--- src/rtl/parking_pkg.sv ---
// parking_pkg: gate state encoding, default timing constants and hour helper for the parking gate controller
package parking_pkg;

    typedef enum logic [2:0] {
        GATE_IDLE,
        GATE_CHECK,
        GATE_OPEN,
        GATE_WAIT_CLEAR,
        GATE_DENY
    } gate_state_t;

    localparam int DEF_DEBOUNCE_CYCLES = 4;
    localparam int DEF_BARRIER_CYCLES  = 8;
    localparam int DEF_CYCLES_PER_HOUR = 200;
    localparam logic [4:0] LAST_HOUR   = 5'd23;

    function automatic logic [4:0] next_hour(input logic [4:0] h);
        return (h == LAST_HOUR) ? 5'd0 : h + 5'd1;
    endfunction

endpackage

--- src/rtl/sensor_debounce.sv ---
// sensor_debounce: two-flop synchronizer plus debounce counter with registered rise/fall strobes
module sensor_debounce
    import parking_pkg::*;
#(
    parameter int DEBOUNCE_CYCLES = DEF_DEBOUNCE_CYCLES
) (
    input  logic clk,
    input  logic rst,
    input  logic raw,
    output logic level,
    output logic rise,
    output logic fall
);
    localparam int CW = $clog2(DEBOUNCE_CYCLES + 1);

    logic [1:0]    sync;
    logic [CW-1:0] cnt;
    logic          differ;
    logic          accept;

    // cnt tracks consecutive synchronized samples that disagree with the accepted level
    assign differ = sync[1] != level;
    assign accept = differ && (cnt == CW'(DEBOUNCE_CYCLES - 1));

    always_ff @(posedge clk or posedge rst) begin
        if (rst) begin
            sync  <= '0;
            cnt   <= '0;
            level <= 1'b0;
            rise  <= 1'b0;
            fall  <= 1'b0;
        end else begin
            sync  <= {sync[0], raw};
            cnt   <= (differ && !accept) ? cnt + 1'b1 : '0;
            level <= accept ? sync[1] : level;
            rise  <= accept && sync[1];
            fall  <= accept && !sync[1];
        end
    end

endmodule

--- src/rtl/parking_gate_controller.sv ---
// parking_gate_controller: debounced entry/exit lane FSMs driving barriers, event pulses and a time-of-day counter
module parking_gate_controller
    import parking_pkg::*;
#(
    parameter int DEBOUNCE_CYCLES = DEF_DEBOUNCE_CYCLES,
    parameter int BARRIER_CYCLES  = DEF_BARRIER_CYCLES,
    parameter int CYCLES_PER_HOUR = DEF_CYCLES_PER_HOUR
) (
    input  logic       clk,
    input  logic       rst,
    input  logic       entry_sensor,
    input  logic       entry_is_uni,
    input  logic       exit_sensor,
    input  logic       exit_is_uni,
    input  logic       uni_is_vacated_space,
    input  logic       free_is_vacated_space,
    output logic       car_entered,
    output logic       is_uni_car_entered,
    output logic       car_exited,
    output logic       is_uni_car_exited,
    output logic [4:0] hour,
    output logic       entry_barrier_open,
    output logic       exit_barrier_open,
    output logic       entry_denied
);
    localparam int BW = $clog2(BARRIER_CYCLES + 1);
    localparam int PW = $clog2(CYCLES_PER_HOUR + 1);

    logic          e_level, e_rise, e_fall;
    logic          x_level, x_rise, x_fall;
    logic          x_rise_d;
    logic          e_cls, x_cls, e_ok, e_done, x_done;
    logic          unused_fall;
    logic [BW-1:0] e_cnt, x_cnt;
    logic [PW-1:0] presc;
    gate_state_t   e_state, e_next, x_state, x_next;

    sensor_debounce #(.DEBOUNCE_CYCLES(DEBOUNCE_CYCLES)) u_entry_db (
        .clk(clk), .rst(rst), .raw(entry_sensor),
        .level(e_level), .rise(e_rise), .fall(e_fall)
    );

    sensor_debounce #(.DEBOUNCE_CYCLES(DEBOUNCE_CYCLES)) u_exit_db (
        .clk(clk), .rst(rst), .raw(exit_sensor),
        .level(x_level), .rise(x_rise), .fall(x_fall)
    );

    assign unused_fall        = e_fall | x_fall;
    assign e_ok               = e_cls ? uni_is_vacated_space : free_is_vacated_space;
    assign e_done             = e_cnt == BW'(BARRIER_CYCLES - 1);
    assign x_done             = x_cnt == BW'(BARRIER_CYCLES - 1);
    assign entry_barrier_open = e_state == GATE_OPEN;
    assign exit_barrier_open  = x_state == GATE_OPEN;
    assign entry_denied       = e_state == GATE_DENY;

    // Exit has no capacity check; the delayed rise stands in for CHECK so both lanes share timing
    always_comb begin
        e_next = e_state;
        x_next = x_state;
        e_next = (e_state == GATE_IDLE && e_rise) ? GATE_CHECK :
                 (e_state == GATE_CHECK) ? (e_ok ? GATE_OPEN : GATE_DENY) :
                 (e_state == GATE_OPEN && e_done) ? GATE_WAIT_CLEAR :
                 ((e_state == GATE_WAIT_CLEAR || e_state == GATE_DENY) && !e_level) ? GATE_IDLE :
                 e_state;
        x_next = (x_state == GATE_IDLE && x_rise_d) ? GATE_OPEN :
                 (x_state == GATE_OPEN && x_done) ? GATE_WAIT_CLEAR :
                 (x_state == GATE_WAIT_CLEAR && !x_level) ? GATE_IDLE :
                 x_state;
    end

    always_ff @(posedge clk or posedge rst) begin
        if (rst) begin
            e_state            <= GATE_IDLE;
            x_state            <= GATE_IDLE;
            e_cnt              <= '0;
            x_cnt              <= '0;
            e_cls              <= 1'b0;
            x_cls              <= 1'b0;
            x_rise_d           <= 1'b0;
            car_entered        <= 1'b0;
            is_uni_car_entered <= 1'b0;
            car_exited         <= 1'b0;
            is_uni_car_exited  <= 1'b0;
            presc              <= '0;
            hour               <= '0;
        end else begin
            e_state            <= e_next;
            x_state            <= x_next;
            e_cnt              <= (e_state == GATE_OPEN) ? e_cnt + 1'b1 : '0;
            x_cnt              <= (x_state == GATE_OPEN) ? x_cnt + 1'b1 : '0;
            e_cls              <= (e_state == GATE_IDLE && e_rise) ? entry_is_uni : e_cls;
            x_cls              <= (x_state == GATE_IDLE && x_rise) ? exit_is_uni : x_cls;
            x_rise_d           <= x_rise;
            car_entered        <= e_state == GATE_CHECK && e_ok;
            is_uni_car_entered <= (e_state == GATE_CHECK && e_ok) ? e_cls : is_uni_car_entered;
            car_exited         <= x_state == GATE_IDLE && x_rise_d;
            is_uni_car_exited  <= (x_state == GATE_IDLE && x_rise_d) ? x_cls : is_uni_car_exited;
            presc              <= (presc == PW'(CYCLES_PER_HOUR - 1)) ? '0 : presc + 1'b1;
            hour               <= (presc == PW'(CYCLES_PER_HOUR - 1)) ? next_hour(hour) : hour;
        end
    end

endmodule

--- config.mk ---
export PLATFORM = sky130hd
export DESIGN_NAME = parking_gate_controller
export DESIGN_NICKNAME = d
export VERILOG_FILES = /design/src/rtl/parking_pkg.sv /design/src/rtl/sensor_debounce.sv /design/src/rtl/parking_gate_controller.sv
export SDC_FILE = /design/constraint.sdc
export NUM_CORES = 1
export LEC_CHECK = 0
export CORE_UTILIZATION = 25
export CTS_CLUSTER_SIZE = 14
export DETAILED_ROUTE_END_ITERATION = 7
export GPL_TIMING_DRIVEN = 0
export PLACE_DENSITY = 0.51
export REMOVE_ABC_BUFFERS = 1
export SYNTH_ARGS = -nofsm -noshare
export SYNTH_HDL_FRONTEND = slang
export SYNTH_HIERARCHICAL = 1
export SYNTH_SLANG_ARGS = --single-unit
--- constraint.sdc ---
create_clock -name clk -period 1.79 [get_ports clk]
set_input_delay 0.358 -clock clk [delete_from_list [all_inputs] [get_ports clk]]
set_output_delay 0.358 -clock clk [all_outputs]
set_load 0.03 [all_outputs]
Word-level counts from Yosys, hierarchy flattened

Index checks and enable logic that the tools add are counted.

Flip-flop bits (word level): 48
Output and inout bits: 12
Word-level logic and storage cells: 79

Add/subtract/negate cells: 6
Eq/ne operators: 14
Multiplexer cells: 15
Reduce and logical (&&, ||, !) cells: 23

Operators by type and width:

| cell                                                                   | count |
|---|---|
| 3-bit 2-to-1 mux                                                       | 10 |
| 3-bit by 2-bit equality test with 1-bit output (second input constant) | 6 |
| 1-bit logical AND                                                      | 14 |
| 4-bit by 1-bit adder with 4-bit output (second input constant)         | 2 |
| 8-bit by 1-bit adder with 8-bit output (second input constant)         | 1 |
| 4-bit by 3-bit equality test with 1-bit output (second input constant) | 2 |
| 8-bit equality test (second input constant)                            | 1 |
| 4-bit 2-to-1 mux                                                       | 2 |
| 8-bit 2-to-1 mux                                                       | 1 |
| 3-bit by 1-bit adder with 3-bit output (second input constant)         | 2 |
| 3-bit logical NOT                                                      | 2 |
| 5-bit by 1-bit adder with 5-bit output (second input constant)         | 1 |
| 5-bit equality test (second input constant)                            | 1 |
| 5-bit 2-to-1 mux                                                       | 1 |
| 1-bit logical NOT                                                      | 4 |
| 4-bit nonzero test                                                     | 1 |
| 3-bit by 1-bit equality test with 1-bit output (second input constant) | 1 |
| 3-bit equality test (second input constant)                            | 1 |
| 3-bit nonzero test                                                     | 1 |
| 1-bit inequality test                                                  | 2 |
| 1-bit logical OR                                                       | 1 |
| 1-bit 2-to-1 mux                                                       | 1 |

Longest topological paths before layout

Depth after elaboration: 7
Depth in mapped cells: 5

Hierarchy

The synthesis kept the hierarchy.

By module, submodules not included:

| module                  | instances | cells an instance | area each (um^2) | seq. area each (um^2) |
|---|---|---|---|---|
| parking_gate_controller | 1         | 139               | 1,475.2          | 825.8 |
| sensor_debounce         | 2         | 21                | 287.8            | 200.2 |

Worst setup path after synthesis

OpenSTA, ideal clock, no wires.

Kind: register to register
Start: reg presc[0]
End: reg hour[3]
Setup time: 0.125 ns
Arrival time: 1.346 ns
Required time: 1.665 ns
Path slack: 0.319 ns
Cell stages (with the launch flop): 6
Path buffers: 1
Clock period less this slack: 1.471 ns
Cell sequence: dfrtp_1 ha_1 nand4bb_1 buf_2 nor3_1 mux2_2

Word-level cells in the longest chain between the ends: 1

Ends and longest elaborated chain:

| item                     | RTL line                      | text |
|---|---|---|
| start: declaration       | parking_gate_controller.sv:35 | `logic [PW-1:0] presc;` |
| start signal: assignment | parking_gate_controller.sv:98 | `presc <= (presc == PW'(CYCLES_PER_HOUR - 1)) ? '0 : presc + 1'b1;` |
| 8-bit equality test      | parking_gate_controller.sv:99 | `hour <= (presc == PW'(CYCLES_PER_HOUR - 1)) ? next_hour(hour) : hour;` |
| end signal: assignment   | parking_gate_controller.sv:99 |  |
| end: declaration         | parking_gate_controller.sv:21 | `output logic [4:0] hour,` |

Every way passes these cells.
A chain may end at the register's enable or synchronous reset.

Worst setup path after layout

Start: reg hour[3]
End: out hour[3]

No word-level cell between the ends.

==> summary.md <==
| Metric | Value |
|---|---|
| Outcome | `finished clean` |
| Total grt overflow | `0` |
| FILL cells | `790` |
| H-Tree Depth | `2` |
| Slew Limit Fails | `0` |
| Dpl ws | `-0.2225 ns` |
| Port-buffer cells | `19` |
| Multi-input gate area | `742.0 um^2` |
| Setup_tns | `0 ns` |
| Clock transition at the registers of the reported paths | `0.08 ns` |
| Int Pwr | `1737 uW` |
| CP max stage delay | `0.68 ns` |
| Total design power | `approximately 2400 uW` |
| Fmax | `between 0.5 and 0.6 GHz` |
| CTS Buffer Depth | `2` |
| Crit path buf inv count | `1` |
| Share of cells above drive strength 1 | `0.1089` |
| Crit path DAT | `roughly 1.4 ns` |
| Clock latency at the later pin of the worst-skew pair | `0.29 ns` |
| Hold Startpoint | `u_exit_db/sync[0]$_DFF_PP0_` |
| Area grow syn2layout | `21.24%` |
| TritonCTS clock tree | `done` |
| Grt met2 use | `0.1446` |
| Max-Cap Viols | `0` |
| First-pass GRT wire length | `6.161 mm` |
| Met1 Usage GRT | `0.1233` |
| RR Startpoint | `presc[0]$_DFF_PP0_` |
| Static Leak | `0.001145 uW` |
| Fin. Hold Viols | `0` |
| RSZ-0062 raised after global routing | `no` |
| Switching part of the total | `0.2728` |
| # diodes | `0` |
| Slowest CP cell | `clkdlybuf4s50_1` |
| Sequential power share | `0.550` |
| Pwr/cell area | `992.0 nW/um^2` |
| Hold Path Sink | `u_exit_db/sync[1]$_DFF_PP0_` |
| Cell chain of the critical path | `clkdlybuf4s50_1` |
| CTS root buf | `clkbuf_8` |
| DP HPWL | `approximately 2.3 mm` |
| Most frequent cells in the layout | `dfrtp_1 (45), inv_1 (18), o21ai_0 (14), clkdlybuf4s50_1 (12)` |
| Total CTS buffers | `5` |
| Worst setup SP type | `flip-flop` |
| Post-route ant nets | `0` |
| Worst reg2reg path endpoint | `hour[4]$_DFFE_PP0N_` |
| Clock period minus worst slack | `1.725 ns` |
| CORE AREA | `7687 um^2` |
| Worst Tran Pin Value | `0.6976 ns` |
| Vias | `1,308` |
| Relative slew slack | `0.5342` |
| Die Area | `between 8000 and 9000 um^2` |
| Cell family with the largest share of critical-path delay | `buffers and inverters` |
| Vias/cell | `4.303` |
| Final wirelength | `3.329 mm` |
| GR Util met3 | `0.02596` |
| DR pass1 iterations | `4` |
| Post-synthesis average cell area | `11.22 um^2` |
| Final #Nets | `roughly 220` |
| Die Wd | `91.12 um` |
| Gate power share | `0.166` |
| Fin worst setup slack | `0.06532 ns` |
| Hold Path Class | `reg2reg` |
| Worst Reg2Reg Path Length in Cells | `4` |
| Starting Density | `0.2583` |
| Setup violators final | `0` |
| Critical Path End Type | `output port` |
| Clock group share of total power | `0.284` |
| Initial DRC count | `113` |
| Hold depth | `0` |
| DRC | `0` |
| Pin count of the biggest net entering global routing | `34` |
| Routed WL per cell | `10.95 um` |
| Syn Inst Count | `177` |
| IO Pins | `20` |
| Die Height | `91.12 um` |
| Switching pwr | `approximately 650 uW` |
| Synth Cell Area | `1986 um^2` |
| Maximum vdd ir drop | `~0.53 mV` |
| Row count | `32` |
| Hold WS | `0.3535 ns` |
| CTS Sinks | `47` |
| Storage element area | `around 1200 um^2` |
| Most common cell after layout, fill and taps aside | `dfrtp_1` |
| Fin crit share | `0.9635` |
| Global route hottest layer | `met2` |
| Number of global-route vias before repair | `1,310` |
| Worst Path Max Fanout | `5` |
| Initial antenna violation count | `0` |
| Hold_buf cts | `0` |
| Yosys warns | `6` |
| CP Class | `reg2out` |
| Setup Skew | `0.003185 ns` |
| GRT Overall Usage | `0.09265` |
| Data required, critical path | `around 1.4 ns` |
| FF-to-FF setup slack | `0.13 ns` |
| Placer Congestion | `0.7068` |
## final cells by class
type / count / share of cell area
Sequential cell: 47 / 0.4896
Tap cell: 102 / 0.05301
Multi-Input combinational cell: 109 / 0.3082
Inverter: 19 / 0.02963
Clock buffer: 8 / 0.04158
Timing Repair Buffer: 19 / 0.07796
## metal layers
metal  wire length, um  part of all wire  vias to the layer above
li1                  -                 -                      651
met1              1586              0.48                      633
met2              1587              0.48                       19
met3               124             0.037                        5
met4                31            0.0093                        0
met5                 0                 0                        -
## power by group through the flow
| stage | Sequential [uW] | Clock, uW | Combinational, uW |
|---|---|---|---|
| floorplan | 1320 | 0 | 278 |
| global placement | 1330 | 0 | 400 |
| detailed placement | 1330 | 0 | 419 |
| CTS | 1310 | 718 | 413 |
| global route | 1340 | 763 | 459 |
| finish | 1310 | 679 | 397 |
## state kept, by name (all words and copies together) (netlist names), 2 cells and up
register	cells
x_cnt	4
e_cnt	4
e_state	3
u_exit_db/sync	2
x_state	2
u_entry_db/sync	2
presc	8
u_entry_db/cnt	3
hour	5
u_exit_db/cnt	3
## how the worst max path moves through the flow
stage,startpoint,end,slack (ns),cells past startpoint
final,hour[3]$_DFFE_PP0N_,hour[3],0.07,1
after global routing,hour[3]$_DFFE_PP0N_,hour[3],0.006,1
after CTS,rst,e_state[2]$_DFFE_PP0P_,0.008,2
after detailed placement,rst,e_cnt[3]$_DFF_PP0_,-0.22,2
after global placement,rst,presc[7]$_DFF_PP0_,-0.20,2
after floorplan,presc[0]$_DFF_PP0_,hour[3]$_DFFE_PP0N_,0.24,4
## per-stage QoR
stage	utilization	area, um^2	instances
5_1_grt	0.3132	2407	304
4_1_cts	0.3133	2409	304
3_5_place_dp	0.2985	2295	296
3_3_place_gp	0.2985	2295	296
6_report	0.3132	2407	304
2_1_floorplan	-	1977	175
## timing repair
action | CTS | global route
pin swaps | 0 | 0
setup endpoints to repair | 5 | 5
setup buffers | 0 | 0
gates cloned | 0 | 0
gates resized for setup | 12 | 8
Power figures use the tool's default switching activity.
